`config.mk`:
```
export PLATFORM = sky130hd
export DESIGN_NAME = fp_align_stage
export DESIGN_NICKNAME = d
export VERILOG_FILES = /design/src/rtl/fp_align_stage.sv
export SDC_FILE = /design/constraint.sdc
export NUM_CORES = 1
export LEC_CHECK = 0
export CORE_ASPECT_RATIO = 1.4
export CORE_MARGIN = 4
export CORE_UTILIZATION = 30
export CTS_BUF_LIST = sky130_fd_sc_hd__clkbuf_4
export CTS_CLUSTER_DIAMETER = 40
export DETAILED_ROUTE_END_ITERATION = 7
export MAX_ROUTING_LAYER = met4
export SLEW_MARGIN = 20
export SYNTH_ARGS = -nofsm -noshare
export SYNTH_HDL_FRONTEND = slang
export SYNTH_SLANG_ARGS = --single-unit
```
`constraint.sdc`:
```
create_clock -name clk -period 5.35 [get_ports clk]
set_input_delay 1.07 -clock clk [delete_from_list [all_inputs] [get_ports clk]]
set_output_delay 1.07 -clock clk [all_outputs]
set_load 0.005 [all_outputs]
```
`src/rtl/fp_align_stage.sv`:
```
// Two-stage FP add/sub alignment: S1 compares and swaps, S2 shifts the smaller mantissa.
// Define FP_ALIGN_DENORM_EN to keep denormals; otherwise exponent-0 operands flush to zero.
module fp_align_stage (
    input  logic        clk,
    input  logic        rst,
    input  logic        in_valid,
    output logic        in_ready,
    input  logic [31:0] a,
    input  logic [31:0] b,
    input  logic        op,
    output logic        out_valid,
    input  logic        out_ready,
    output logic [24:0] mant_big,
    output logic [24:0] mant_small,
    output logic [7:0]  exp_out,
    output logic        sign_out,
    output logic        eff_sub,
    output logic        sticky
);

    logic        stall;
    logic        s1_valid;
    logic        s2_valid;

    logic [7:0]  exp_a, exp_b;
    logic [23:0] sig_a, sig_b;
    logic        a_big;
    logic [24:0] big_c, small_c;
    logic [7:0]  ebig_c, esmall_c, d_c;
    logic        sign_c, eff_c;

    logic [24:0] s1_big, s1_small;
    logic [7:0]  s1_exp, s1_d;
    logic        s1_sign, s1_eff;

    logic [24:0] shifted, lost_mask;
    logic        sticky_c;

    assign stall     = s2_valid && !out_ready;
    assign in_ready  = !stall;
    assign out_valid = s2_valid;

    // Unpack both operands, pick the larger magnitude and compute the exponent gap.
    always_comb begin
`ifdef FP_ALIGN_DENORM_EN
        exp_a = (a[30:23] == 8'd0) ? 8'd1 : a[30:23];
        exp_b = (b[30:23] == 8'd0) ? 8'd1 : b[30:23];
        sig_a = {(a[30:23] != 8'd0), a[22:0]};
        sig_b = {(b[30:23] != 8'd0), b[22:0]};
`else
        exp_a = a[30:23];
        exp_b = b[30:23];
        sig_a = (a[30:23] == 8'd0) ? 24'd0 : {1'b1, a[22:0]};
        sig_b = (b[30:23] == 8'd0) ? 24'd0 : {1'b1, b[22:0]};
`endif
        a_big    = {exp_a, sig_a} >= {exp_b, sig_b};
        big_c    = a_big ? {sig_a, 1'b0} : {sig_b, 1'b0};
        small_c  = a_big ? {sig_b, 1'b0} : {sig_a, 1'b0};
        ebig_c   = a_big ? exp_a : exp_b;
        esmall_c = a_big ? exp_b : exp_a;
        d_c      = ebig_c - esmall_c;
        sign_c   = a_big ? a[31] : (b[31] ^ op);
        eff_c    = a[31] ^ b[31] ^ op;
    end

    // Gaps of 25 or more push every bit below the guard position into sticky.
    always_comb begin
        shifted   = '0;
        lost_mask = '0;
        sticky_c  = 1'b0;
        if (s1_d >= 8'd25) begin
            sticky_c = |s1_small;
        end else begin
            shifted   = s1_small >> s1_d[4:0];
            lost_mask = (25'd1 << s1_d[4:0]) - 25'd1;
            sticky_c  = |(s1_small & lost_mask);
        end
    end

    // Both stages advance together and freeze together while downstream stalls.
    always_ff @(posedge clk) begin
        if (rst) begin
            s1_valid   <= 1'b0;
            s1_big     <= '0;
            s1_small   <= '0;
            s1_exp     <= '0;
            s1_d       <= '0;
            s1_sign    <= 1'b0;
            s1_eff     <= 1'b0;
            s2_valid   <= 1'b0;
            mant_big   <= '0;
            mant_small <= '0;
            exp_out    <= '0;
            sign_out   <= 1'b0;
            eff_sub    <= 1'b0;
            sticky     <= 1'b0;
        end else if (!stall) begin
            s1_valid   <= in_valid;
            s1_big     <= big_c;
            s1_small   <= small_c;
            s1_exp     <= ebig_c;
            s1_d       <= d_c;
            s1_sign    <= sign_c;
            s1_eff     <= eff_c;
            s2_valid   <= s1_valid;
            mant_big   <= s1_big;
            mant_small <= shifted;
            exp_out    <= s1_exp;
            sign_out   <= s1_sign;
            eff_sub    <= s1_eff;
            sticky     <= sticky_c;
        end
    end

endmodule

```
# ---- Yosys cells after proc, flatten, opt, wreduce, memory -nomap -nowiden
# Cells that the tools add are included.
dict set report classes {
  add_sub_neg 2
  n_mul 0
  div 0
  n_lt_le_gt_ge 2
  n_eq_ne 0
  shifts 2
  muxes 9
  n_bitwise 4
  reduce_logical 7
}
# op n
set op_table {}
lappend op_table {{25-bit 2-to-1 mux} 3}
lappend op_table {{25-bit OR reduction} 2}
lappend op_table {{24-bit 2-to-1 mux} 2}
lappend op_table {{32-bit >= comparator} 1}
lappend op_table {{25-bit bitwise AND} 1}
lappend op_table {{1-bit by 5-bit << shifter with 25-bit output (first input constant)} 1}
lappend op_table {{25-bit by 5-bit right shift with 25-bit output} 1}
lappend op_table {{25-bit by 1-bit subtractor with 25-bit output (second input constant)} 1}
lappend op_table {{8-bit logical NOT} 2}
lappend op_table {{8-bit 2-to-1 mux} 2}
lappend op_table {{8-bit by 5-bit >= comparator with 1-bit output (second input constant)} 1}
lappend op_table {{8-bit subtractor} 1}
lappend op_table {{1-bit XOR} 3}
lappend op_table {{1-bit logical NOT} 2}
lappend op_table {{1-bit 2-to-1 mux} 2}
lappend op_table {{1-bit logical AND} 1}
dict set report word_totals {
  regBits 131
  latch_bits 0
  ram_bits 0
  romBits 0
  input_bits 69
  output_inout_bits 63
  elab_cells 40
  mem_count 0
}

# ---- Logic depth before layout (Yosys ltp)
# Gate-level depths: netlist of the first run.
dict set report depth {
  ltp_word 5
  mapped_depth 15
  ltp_nobuf 13
}

# ---- Worst setup path after synthesis of the first run
# Ideal clock, no wire load.
dict set report synth_timing {
  kind {input to register}
  startpoint {input port a[23]}
  endpoint {register s1_d[6]}
  setup_time_ns 0.127
  arrival_ns 4.251
  required_time_ns 5.223
  setup_slack_ns 0.972
  path_stages 14
  path_buffers 1
  cell_sequence {nor4_1 -> nand2_1 -> clkbuf_1 -> nand2_1 -> ha_1 -> nand2b_4 -> a2111o_1 -> a32o_1 -> o31a_4 -> o211a_1 -> o21a_1 -> or2_4 -> o211a_1 -> or3_1}
}
dict set report synth_via {
  elab_chain_cells 5
  elab_cells_between_ends 6
  cone_classes {add/sub: 1; order compare: 1; mux: 3; reduce/logical: 1}
}
# element line
set synth_lines {}
lappend synth_lines {{start: declaration} 8} ;# input logic [31:0] a,
lappend synth_lines {{8-bit logical NOT} 53} ;# sig_a = (a[30:23] == 8'd0) ? 24'd0 : {1'b1, a[22:0]};
lappend synth_lines {{24-bit 2-to-1 mux} 53}
lappend synth_lines {{32-bit >= comparator} 56} ;# a_big = {exp_a, sig_a} >= {exp_b, sig_b};
lappend synth_lines {{8-bit 2-to-1 mux (on tied branches)} {59, 60}}
lappend synth_lines {{8-bit subtractor *} 61} ;# d_c = ebig_c - esmall_c;
lappend synth_lines {{end signal: assignment} 87} ;# s1_d <= '0;
lappend synth_lines {{end signal: assignment} 102} ;# s1_d <= d_c;
lappend synth_lines {{end: declaration} 33} ;# logic [7:0] s1_exp, s1_d;
# Mark *: on every way between the ends. The rest lies on a longest branch, timed or not.
# A chain may end at the register's enable or synchronous reset.

# ---- Final worst setup path of the first run
dict set report layout_timing {
  startpoint {input port a[23]}
  endpoint {register s1_d[5]}
}
# The elaborated chain is that of the path after synthesis.

==> results.sh, run 1 <==
export IMPL_outcome="finished clean"
export IMPL_power_density_mw_per_mm2=281
export IMPL_cp_required_ns=5.84
export IMPL_synth_flop_cell="dfxtp_1"
export IMPL_fp_coreArea_mm2=0.0262
export IMPL_finalMaxSlewViolations=0
export IMPL_synth_area_mm2=0.00798
export IMPL_dieArea_mm2=0.0293
export IMPL_hold_buffers=0
export IMPL_ir_drop_mv=0.188
export IMPL_end_kind="flop"
export IMPL_finalCriticalPeriod_ns=4.58
export IMPL_timing_final_ws_setup_ns=0.772
export IMPL_clkSinkCount=128
export IMPL_yosysSeqAreaShare=0.321
export IMPL_synthTopCellsByArea="dfxtp_1 (32%), a21oi_1 (8.2%), nor2_1 (7.6%)"
export IMPL_synth_top_area_frac=0.321
export IMPL_cts_max_level=4
export IMPL_first_global_vias=7508
export IMPL_yosysTopAreaCell="dfxtp_1"
export IMPL_rsz0062_at_grt="false"
export IMPL_vias=7820
export IMPL_avgSynthCellArea_um2=7.44
export IMPL_hold_viol=0
export IMPL_reg2regPathDepth=13
export IMPL_async_flop_share=0
export IMPL_globalplace_congestion=0.901
export IMPL_worstHoldPathCells=2
export IMPL_synth_warnings=0
export IMPL_nets=1253
export IMPL_grt_ovfl_total=0
export IMPL_fin_hold_ws_ns=0.461
export IMPL_drc_errors=0
export IMPL_die_width_um=146
export IMPL_cts_root_buf="clkbuf_4"
export IMPL_synth_edff_count=0
export IMPL_p_sw_frac=0.361
export IMPL_hold_path_class="flop to flop"
export IMPL_synth_nets=1174
export IMPL_syn_to_final_growth_pct=23.2
export IMPL_routed_wl_um=26000
export IMPL_netlist_top_cells_count="nor2_1 (162), nand2_1 (157), a21oi_1 (130)"
export IMPL_post_cts_resized=0
export IMPL_combPwrFrac=0.325
export IMPL_ys_ff_latch=128
export IMPL_p_clk_frac=0.266
export IMPL_cts_buffers=17
export IMPL_detail_route_vias_per_cell=5.25
export IMPL_cts_tree="yes"
export IMPL_critPathKind="primary input to flop"
export IMPL_wire_per_inst_um=17.5
export IMPL_grt_max_degree=104
export IMPL_worst_slew_pin_slew_ns=0.979
export IMPL_clk_latency_ns=0.56
export IMPL_finClkSkew_ns=0.0183
export IMPL_period_share=0.856
export IMPL_drtPass1Iterations=5
export IMPL_cts_buffer_depth=2
export IMPL_grt_pass1_wl_um=41100
export IMPL_antenna_found_initial=2
export IMPL_portBuffers=130
export IMPL_critPathLaunchType="primary input"
export IMPL_finalSetupViolCount=0
export IMPL_p_seq_frac=0.409
export IMPL_drt_iter0_drc=546
export IMPL_path_clk_slew_ns=0.12
export IMPL_cp_max_fo=26
export IMPL_pre_cts_slack_ns=0.208
export IMPL_drtAntennaViolNets=0
export IMPL_synth_cells=1072
export IMPL_arrival_ns=5.07
export IMPL_synth_cell_types=68
export IMPL_drive_gt1_frac=0.0739
export IMPL_num_rows=70
export IMPL_cap_violations=0
export IMPL_max_freq_mhz=218
export IMPL_internal_power_mw=1.77
export IMPL_track_usage=0.179
export IMPL_slew_headroom=0.341
export IMPL_tns_ns=0
export IMPL_initial_core_util=0.305
export IMPL_hpwl_um=19200
export IMPL_dieHeight_um=201
export IMPL_p_leak_nw=3.81
export IMPL_p_sw_mw=0.997
export IMPL_yosys_cell_count_top_type="nor2_1"
export IMPL_pin_count=132
export IMPL_postCtsSetupRepairBufs=0
==> cell usage in the layout, fill, tap and decap left out, types with 4 or more instances in the layout <==
cell type,instances
nor2_1,162
nand2_1,157
a21oi_1,130
clkdlybuf4s50_1,129
dfxtp_1,128
a211oi_1,55
o21ai_0,42
ha_1,33
and2_1,27
mux2i_1,25
a22oi_1,22
buf_4,21
nor3_1,17
clkbuf_4,17
inv_1,16
nor4_1,14
nand3_1,14
o22ai_1,13
mux4_2,11
nand4_1,10
mux2_2,9
nor2b_1,6
a311oi_1,5
nand2b_1,5
a32oi_1,5
inv_6,5
o2111ai_1,4
o211a_1,4
xnor2_1,4
==> final timing paths <==
kind	to	startpoint	slack [ns]
worst max-delay path	s1_d[5]$_SDFFE_PP0N_	a[23]	0.77
worst min register to register	mant_big[5]$_SDFFE_PP0N_	mant_big[5]$_SDFFE_PP0N_	0.46
worst max register to register	sticky$_SDFFE_PP0N_	s1_d[0]$_SDFFE_PP0N_	1.88
worst min-delay path	mant_big[5]$_SDFFE_PP0N_	mant_big[5]$_SDFFE_PP0N_	0.46
==> flip-flops by register name (all words and copies together), names as in the netlist <==
| register | cells |
|---|---|
| s1_exp | 8 |
| s1_small | 24 |
| sign_out | 1 |
| s1_big | 24 |
| s1_sign | 1 |
| s1_d | 8 |
| s1_eff | 1 |
| s1_valid | 1 |
| exp_out | 8 |
| mant_small | 25 |
| eff_sub | 1 |
| out_valid | 1 |
| mant_big | 24 |
| sticky | 1 |
==> per-stage QoR <==
stage,util,std cells,power (mW),instance area [um^2]
2_1_floorplan,-,1072,1.72,7980
3_3_place_gp,0.363,1456,2.04,9510
3_5_place_dp,0.363,1456,2.05,9510
4_1_cts,0.375,1488,2.80,9820
5_1_grt,0.375,1490,2.95,9830
6_report,0.375,1490,2.76,9830
==> area by class of cell <==
class                   count  area, um^2
multi-input cells         835        5000
repair buffers            151        1470
well taps                 324         405
inverters                  18        70.1
diodes                      2        5.00
flip-flops and latches    128        2560
clock buffers              17         128
fillers                  2720       16400
clock inverters            15         184
==> worst max-delay path, stage by stage <==
cell	delay [ns]
clkdlybuf4s50_1	0.47
nor4_1	0.32
nand2_1	0.12
buf_4	0.23
nand2_1	0.15
ha_1	0.24
nand2b_4	0.14
a2111o_1	0.39
a32o_1	0.28
o31a_4	0.33
nor2_4	0.23
o22ai_2	0.13
a211o_1	0.33
or4b_1	0.47
o211ai_1	0.16
==> kinds of logic (layout without fill, tap and decap cells) <==
family,Yosys count,count (layout),share of synthesized area
compound gates,322,322,0.258
fa+ha+maj,34,34,0.0530
xor+xnor,4,4,0.00439
flops,128,128,0.321
buf+inv,109,201,0.0527
mux,45,45,0.0751
other cells,1,3,0.000470
simple gates,429,429,0.235
==> per-layer routing <==
layer | GRT usage | part of all wire | vias to the layer above
li1 | - | - | 3999
met1 | 0.208 | 0.42 | 3570
met2 | 0.304 | 0.50 | 199
met3 | 0.0278 | 0.034 | 52
met4 | 0.0798 | 0.039 | 0
met5 | - | 0 | -
==> power by group through the flow <==
stage	combinational, mW	clock (mW)	sequential [mW]
2_1_floorplan	0.604	0	1.12
3_3_place_gp	0.894	0	1.15
3_5_place_dp	0.898	0	1.15
4_1_cts	0.902	0.771	1.13
5_1_grt	0.996	0.810	1.14
6_report	0.900	0.735	1.13
No activity file was read; power rests on OpenSTA's default activity.
==> run 2: changes to the inputs <==
==> constraint.sdc (replaced) <==
create_clock -name clk -period 5.35 [get_ports clk]
set_input_delay 1.07 -clock clk [delete_from_list [all_inputs] [get_ports clk]]
set_output_delay 1.07 -clock clk [all_outputs]
set_load 0.01 [all_outputs]
==> run 2 against run 1 <==
Die area stayed put. Non-clock buffer count stayed put. Clock power is 16% lower. Maximum frequency is 0.99% lower. Sequential share of layout area is 0.16 points higher. Worst hold slack worse by 0.0029 ns. Core utilization is 0.23 points lower. Clock skew is 0.0072 ns higher. Global-route usage is 0.14 points higher. Critical path type unchanged.
==> results.sh, run 2 (same netlist as run 1, synthesis figures left out) <==
export IMPL_postCtsSetupRepairBufs=0
export IMPL_end_kind="flop"
export IMPL_cts_tree="yes"
export IMPL_power_density_mw_per_mm2=273
export IMPL_layout_common_cells="nor2_1 (162), nand2_1 (157), a21oi_1 (130)"
export IMPL_fin_hold_ws_ns=0.458
export IMPL_dp_cells=1456
export IMPL_num_rows=70
export IMPL_grt_max_degree=104
export IMPL_cts_buffer_depth=2
export IMPL_detail_route_vias_per_cell=5.32
export IMPL_nets=1253
export IMPL_critPathLaunchType="primary input"
export IMPL_antenna_found_initial=1
export IMPL_rsz0062_at_grt="false"
export IMPL_clkSinkCount=128
export IMPL_largest_register_ff_count=25
export IMPL_wire_per_inst_um=17.4
export IMPL_period_share=0.864
export IMPL_final_instance_count_excl_fill=1489
export IMPL_finalCriticalPeriod_ns=4.62
export IMPL_p_leak_nw=3.78
export IMPL_vias=7915
export IMPL_final_common_cell="nor2_1"
export IMPL_dieHeight_um=201
export IMPL_drc_errors=0
export IMPL_grt_pass1_wl_um=41500
export IMPL_pin_count=132
export IMPL_p_total_mw=2.66
export IMPL_syn_to_final_growth_pct=22.4
export IMPL_dieArea_mm2=0.0293
export IMPL_drt_iter0_drc=528
export IMPL_design_area_mm2=0.00977
export IMPL_die_width_um=146
export IMPL_track_usage=0.180
export IMPL_fin_util=0.373
export IMPL_routed_wl_um=25800
export IMPL_cts_buffers=17
export IMPL_hpwl_um=19100
export IMPL_hold_viol=0
export IMPL_post_cts_resized=0
export IMPL_cp_max_fo=26
export IMPL_initial_core_util=0.305
export IMPL_cap_violations=0
export IMPL_fp_coreArea_mm2=0.0262
export IMPL_max_freq_mhz=216
export IMPL_ir_drop_mv=0.118
export IMPL_path_clk_slew_ns=0.12
export IMPL_cts_root_buf="clkbuf_4"
export IMPL_worst_slew_pin_slew_ns=1.02
export IMPL_portBuffers=130
export IMPL_drive_gt1_frac=0.0739
export IMPL_grt_ovfl_total=0
export IMPL_finalSetupViolCount=0
export IMPL_pre_cts_slack_ns=0.166
export IMPL_timing_final_ws_setup_ns=0.727
export IMPL_first_global_vias=7616
export IMPL_drtAntennaViolNets=0
export IMPL_globalplace_congestion=0.891
export IMPL_critPathKind="primary input to flop"
export IMPL_postPlaceCellArea_mm2=0.00951
export IMPL_outcome="finished clean"
export IMPL_slew_headroom=0.311
export IMPL_regMostFlops="mant_small"
export IMPL_drtPass1Iterations=5
export IMPL_hold_path_class="flop to flop"
export IMPL_cp_required_ns=5.84
export IMPL_finalMaxSlewViolations=0
export IMPL_finClkSkew_ns=0.0255
export IMPL_tns_ns=0
export IMPL_clk_latency_ns=0.57
export IMPL_cts_max_level=4
export IMPL_arrival_ns=5.12
export IMPL_hold_buffers=0
-- run 2: final cells by class --
class                           instances  area, um^2
Fill cell                            2736       16400
Clock buffer                           18         135
Timing Repair Buffer                  151        1470
Multi-Input combinational cell        835        5000
Clock inverter                         14         119
Inverter                               18        70.1
Antenna cell                            1        2.50
Sequential cell                       128        2560
Tap cell                              324         405
-- run 2: critical path, cell delays in order --
cell and delay (ns):
clkdlybuf4s50_1 0.53, nor4_1 0.24, nand2_1 0.13, buf_4 0.23
nand2_1 0.15, ha_1 0.24, nand2b_4 0.13, a2111o_1 0.39
a32o_1 0.28, o31a_4 0.34, nor2_4 0.23, o22ai_2 0.13
a211o_1 0.34, or4b_1 0.48, o211ai_1 0.18
-- run 2: final timing paths --
path / end / from / slack, ns / depth (start not counted)
worst max register to register: sticky$_SDFFE_PP0N_ / s1_d[0]$_SDFFE_PP0N_ / 1.86 / 13
worst min-delay path: exp_out[1]$_SDFFE_PP0N_ / exp_out[1]$_SDFFE_PP0N_ / 0.46 / 2
worst max-delay path: s1_d[5]$_SDFFE_PP0N_ / a[24] / 0.73 / 15
worst min register to register: exp_out[1]$_SDFFE_PP0N_ / exp_out[1]$_SDFFE_PP0N_ / 0.46 / 2
-- run 2: layer usage --
layer | vias to the layer above | track usage | routed length [um]
met5 | - | - | 0
met4 | 0 | 0.0730 | 810
met3 | 46 | 0.0262 | 854
met2 | 205 | 0.311 | 13300
met1 | 3657 | 0.210 | 10900
li1 | 4007 | - | -
-- run 2: where the power goes --
| group | internal, mW | switching, mW | total, mW |
|---|---|---|---|
| Sequential | 1.04 | 0.0865 | 1.13 |
| Combinational | 0.393 | 0.519 | 0.912 |
| Clock | 0.232 | 0.389 | 0.621 |
==> run 3: changes to the inputs <==
--- a/config.mk
+++ b/config.mk
@@ -5,7 +5,7 @@
 export SDC_FILE = /design/constraint.sdc
 export NUM_CORES = 1
 export LEC_CHECK = 0
-export CORE_ASPECT_RATIO = 1.4
+export CORE_ASPECT_RATIO = 0.75
 export CORE_MARGIN = 4
 export CORE_UTILIZATION = 30
 export CTS_BUF_LIST = sky130_fd_sc_hd__clkbuf_4
==> constraint.sdc (replaced) <==
create_clock -name clk -period 5.35 [get_ports clk]
set_input_delay 0.535 -clock clk [delete_from_list [all_inputs] [get_ports clk]]
set_output_delay 0.535 -clock clk [all_outputs]
set_load 0.01 [all_outputs]
==> run 3 against run 2 <==
Register-to-register slack got worse by 0.11 ns. Clock power increased by 19%. Final area rose by 0.21%. Core utilization grew 0.20 points. Critical endpoint is now s1_d[6]$_SDFFE_PP0N_. Largest cell class unchanged. Largest power group unchanged.
==> results.sh, run 3 (same netlist as run 1, synthesis figures left out) <==
export IMPL_tns_ns=0
export IMPL_critPathLaunchType="primary input"
export IMPL_vias=7990
export IMPL_finClkSkew_ns=0.0213
export IMPL_finalCriticalPeriod_ns=4.49
export IMPL_worstReg2RegEnd="sticky$_SDFFE_PP0N_"
export IMPL_portBuffers=130
export IMPL_cts_root_buf="clkbuf_4"
export IMPL_reg2reg_from="s1_d[2]$_SDFFE_PP0N_"
export IMPL_first_global_vias=7537
export IMPL_rsz0062_at_grt="false"
export IMPL_routed_wl_um=26500
export IMPL_worst_slew_pin_slew_ns=0.891
export IMPL_hold_path_class="primary input to flop"
export IMPL_hpwl_um=18900
export IMPL_cp_max_fo=17
export IMPL_drtPass1Iterations=5
export IMPL_antenna_found_initial=0
export IMPL_outcome="finished clean"
export IMPL_drt_iter0_drc=607
export IMPL_end_kind="flop"
export IMPL_worstHoldStart="rst"
export IMPL_globalplace_congestion=0.931
export IMPL_grt_ovfl_total=0
export IMPL_reg2regPathDepth=13
export IMPL_cts_buffer_depth=2
export IMPL_die_width_um=196
export IMPL_diodes=0
export IMPL_slew_headroom=0.406
export IMPL_grt_pass1_wl_um=41900
export IMPL_hold_viol=0
export IMPL_power_density_mw_per_mm2=285
export IMPL_p_total_mw=2.79
export IMPL_ir_drop_mv=0.118
export IMPL_drive_gt1_frac=0.0683
export IMPL_dieArea_mm2=0.0293
export IMPL_regMostFlops="mant_small"
export IMPL_drc_errors=0
export IMPL_timing_final_ws_setup_ns=0.858
export IMPL_layout_common_cells="nor2_1 (162), nand2_1 (157), a21oi_1 (130)"
export IMPL_finalMaxSlewViolations=0
export IMPL_startpoint="a[27]"
export IMPL_dieHeight_um=149
export IMPL_largest_register_ff_count=25
export IMPL_detail_route_vias_per_cell=5.32
export IMPL_cp_required_ns=5.84
export IMPL_rrSetupSlack_ns=1.75
export IMPL_fin_util=0.375
export IMPL_drtAntennaViolNets=0
export IMPL_clk_latency_ns=0.56
export IMPL_fp_coreArea_mm2=0.0261
export IMPL_final_common_cell="nor2_1"
export IMPL_cts_buffers=17
export IMPL_postCtsSetupRepairBufs=0
export IMPL_finalSetupViolCount=0
export IMPL_clkSinkCount=128
export IMPL_wire_per_inst_um=17.6
export IMPL_initial_core_util=0.306
export IMPL_pin_count=132
export IMPL_pre_cts_slack_ns=0.322
export IMPL_grt_max_degree=107
export IMPL_track_usage=0.183
export IMPL_post_cts_resized=0
export IMPL_syn_to_final_growth_pct=22.7
export IMPL_num_rows=51
export IMPL_cts_max_level=4
export IMPL_cap_violations=0
export IMPL_hold_buffers=0
export IMPL_cts_tree="yes"
export IMPL_period_share=0.840
export IMPL_critPathKind="primary input to flop"
export IMPL_path_clk_slew_ns=0.11
export IMPL_fin_hold_ws_ns=0.367
export IMPL_nets=1246
export IMPL_p_leak_nw=3.77
export IMPL_max_freq_mhz=223
export IMPL_endpoint="s1_d[6]$_SDFFE_PP0N_"
export IMPL_arrival_ns=4.98
[run 3: changes by cell type in the layout (fill, tap and decap cells not counted)]
| cell | delta |
|---|---|
| bufinv_16 | +2 |
| buf_6 | +1 |
| buf_4 | -8 |
| diode_2 | -1 |
| clkinv_4 | -2 |
| clkinv_2 | -1 |
| inv_6 | +1 |
[run 3: worst max-delay path, cell delays in order]
cell	delay, ns
clkdlybuf4s50_1	0.55
nor4_1	0.31
nand2_1	0.43
nand2_1	0.27
ha_1	0.26
nand2b_4	0.13
a2111o_1	0.40
a32o_1	0.29
o31a_4	0.33
o21ai_0	0.32
o2111ai_1	0.29
or4b_1	0.54
a211oi_1	0.19
or3_1	0.13
[run 3: per-layer routing]
metal	GRT usage	routed length, um	vias to the layer above
met5	-	0	-
met4	0.0370	318	0
met3	0.0431	1580	27
met2	0.271	11500	263
met1	0.257	13000	3720
li1	-	-	3980
[run 3: cell type report]
type / instances / area, um^2
clock buffers: 18 / 135
clock inverters: 14 / 165
fillers: 2703 / 16300
inverters: 18 / 70.1
multi-input cells: 835 / 5000
flip-flops and latches: 128 / 2560
well taps: 344 / 430
repair buffers: 144 / 1420
[run 3: how the worst min path moves through the flow]
| stage | depth (start not counted) | to | slack (ns) |
|---|---|---|---|
| final | 2 | s1_big[24]$_SDFFE_PP0N_ | 0.37 |
| after global routing | 2 | s1_big[24]$_SDFFE_PP0N_ | 0.32 |
| after CTS | 2 | s1_big[24]$_SDFFE_PP0N_ | 0.30 |
| after detailed placement | 2 | s1_eff$_SDFFE_PP0N_ | 0.45 |
| after global placement | 2 | exp_out[6]$_SDFFE_PP0N_ | 0.44 |
| after floorplan | 2 | s1_eff$_SDFFE_PP0N_ | 0.43 |
[run 3: where the power goes]
part / switching [mW] / internal (mW) / total (mW) / leakage (nW)
sequential: 0.0838 / 1.04 / 1.13 / 1.06
combinational: 0.530 / 0.390 / 0.920 / 2.56
clock: 0.411 / 0.328 / 0.739 / 0.152
[run 3: metrics by stage]
stage | cells | instance area (um^2)
2_1_floorplan | 1072 | 7980
3_5_place_dp | 1469 | 9480
6_report | 1501 | 9790
3_3_place_gp | 1469 | 9480
4_1_cts | 1501 | 9780
5_1_grt | 1501 | 9790
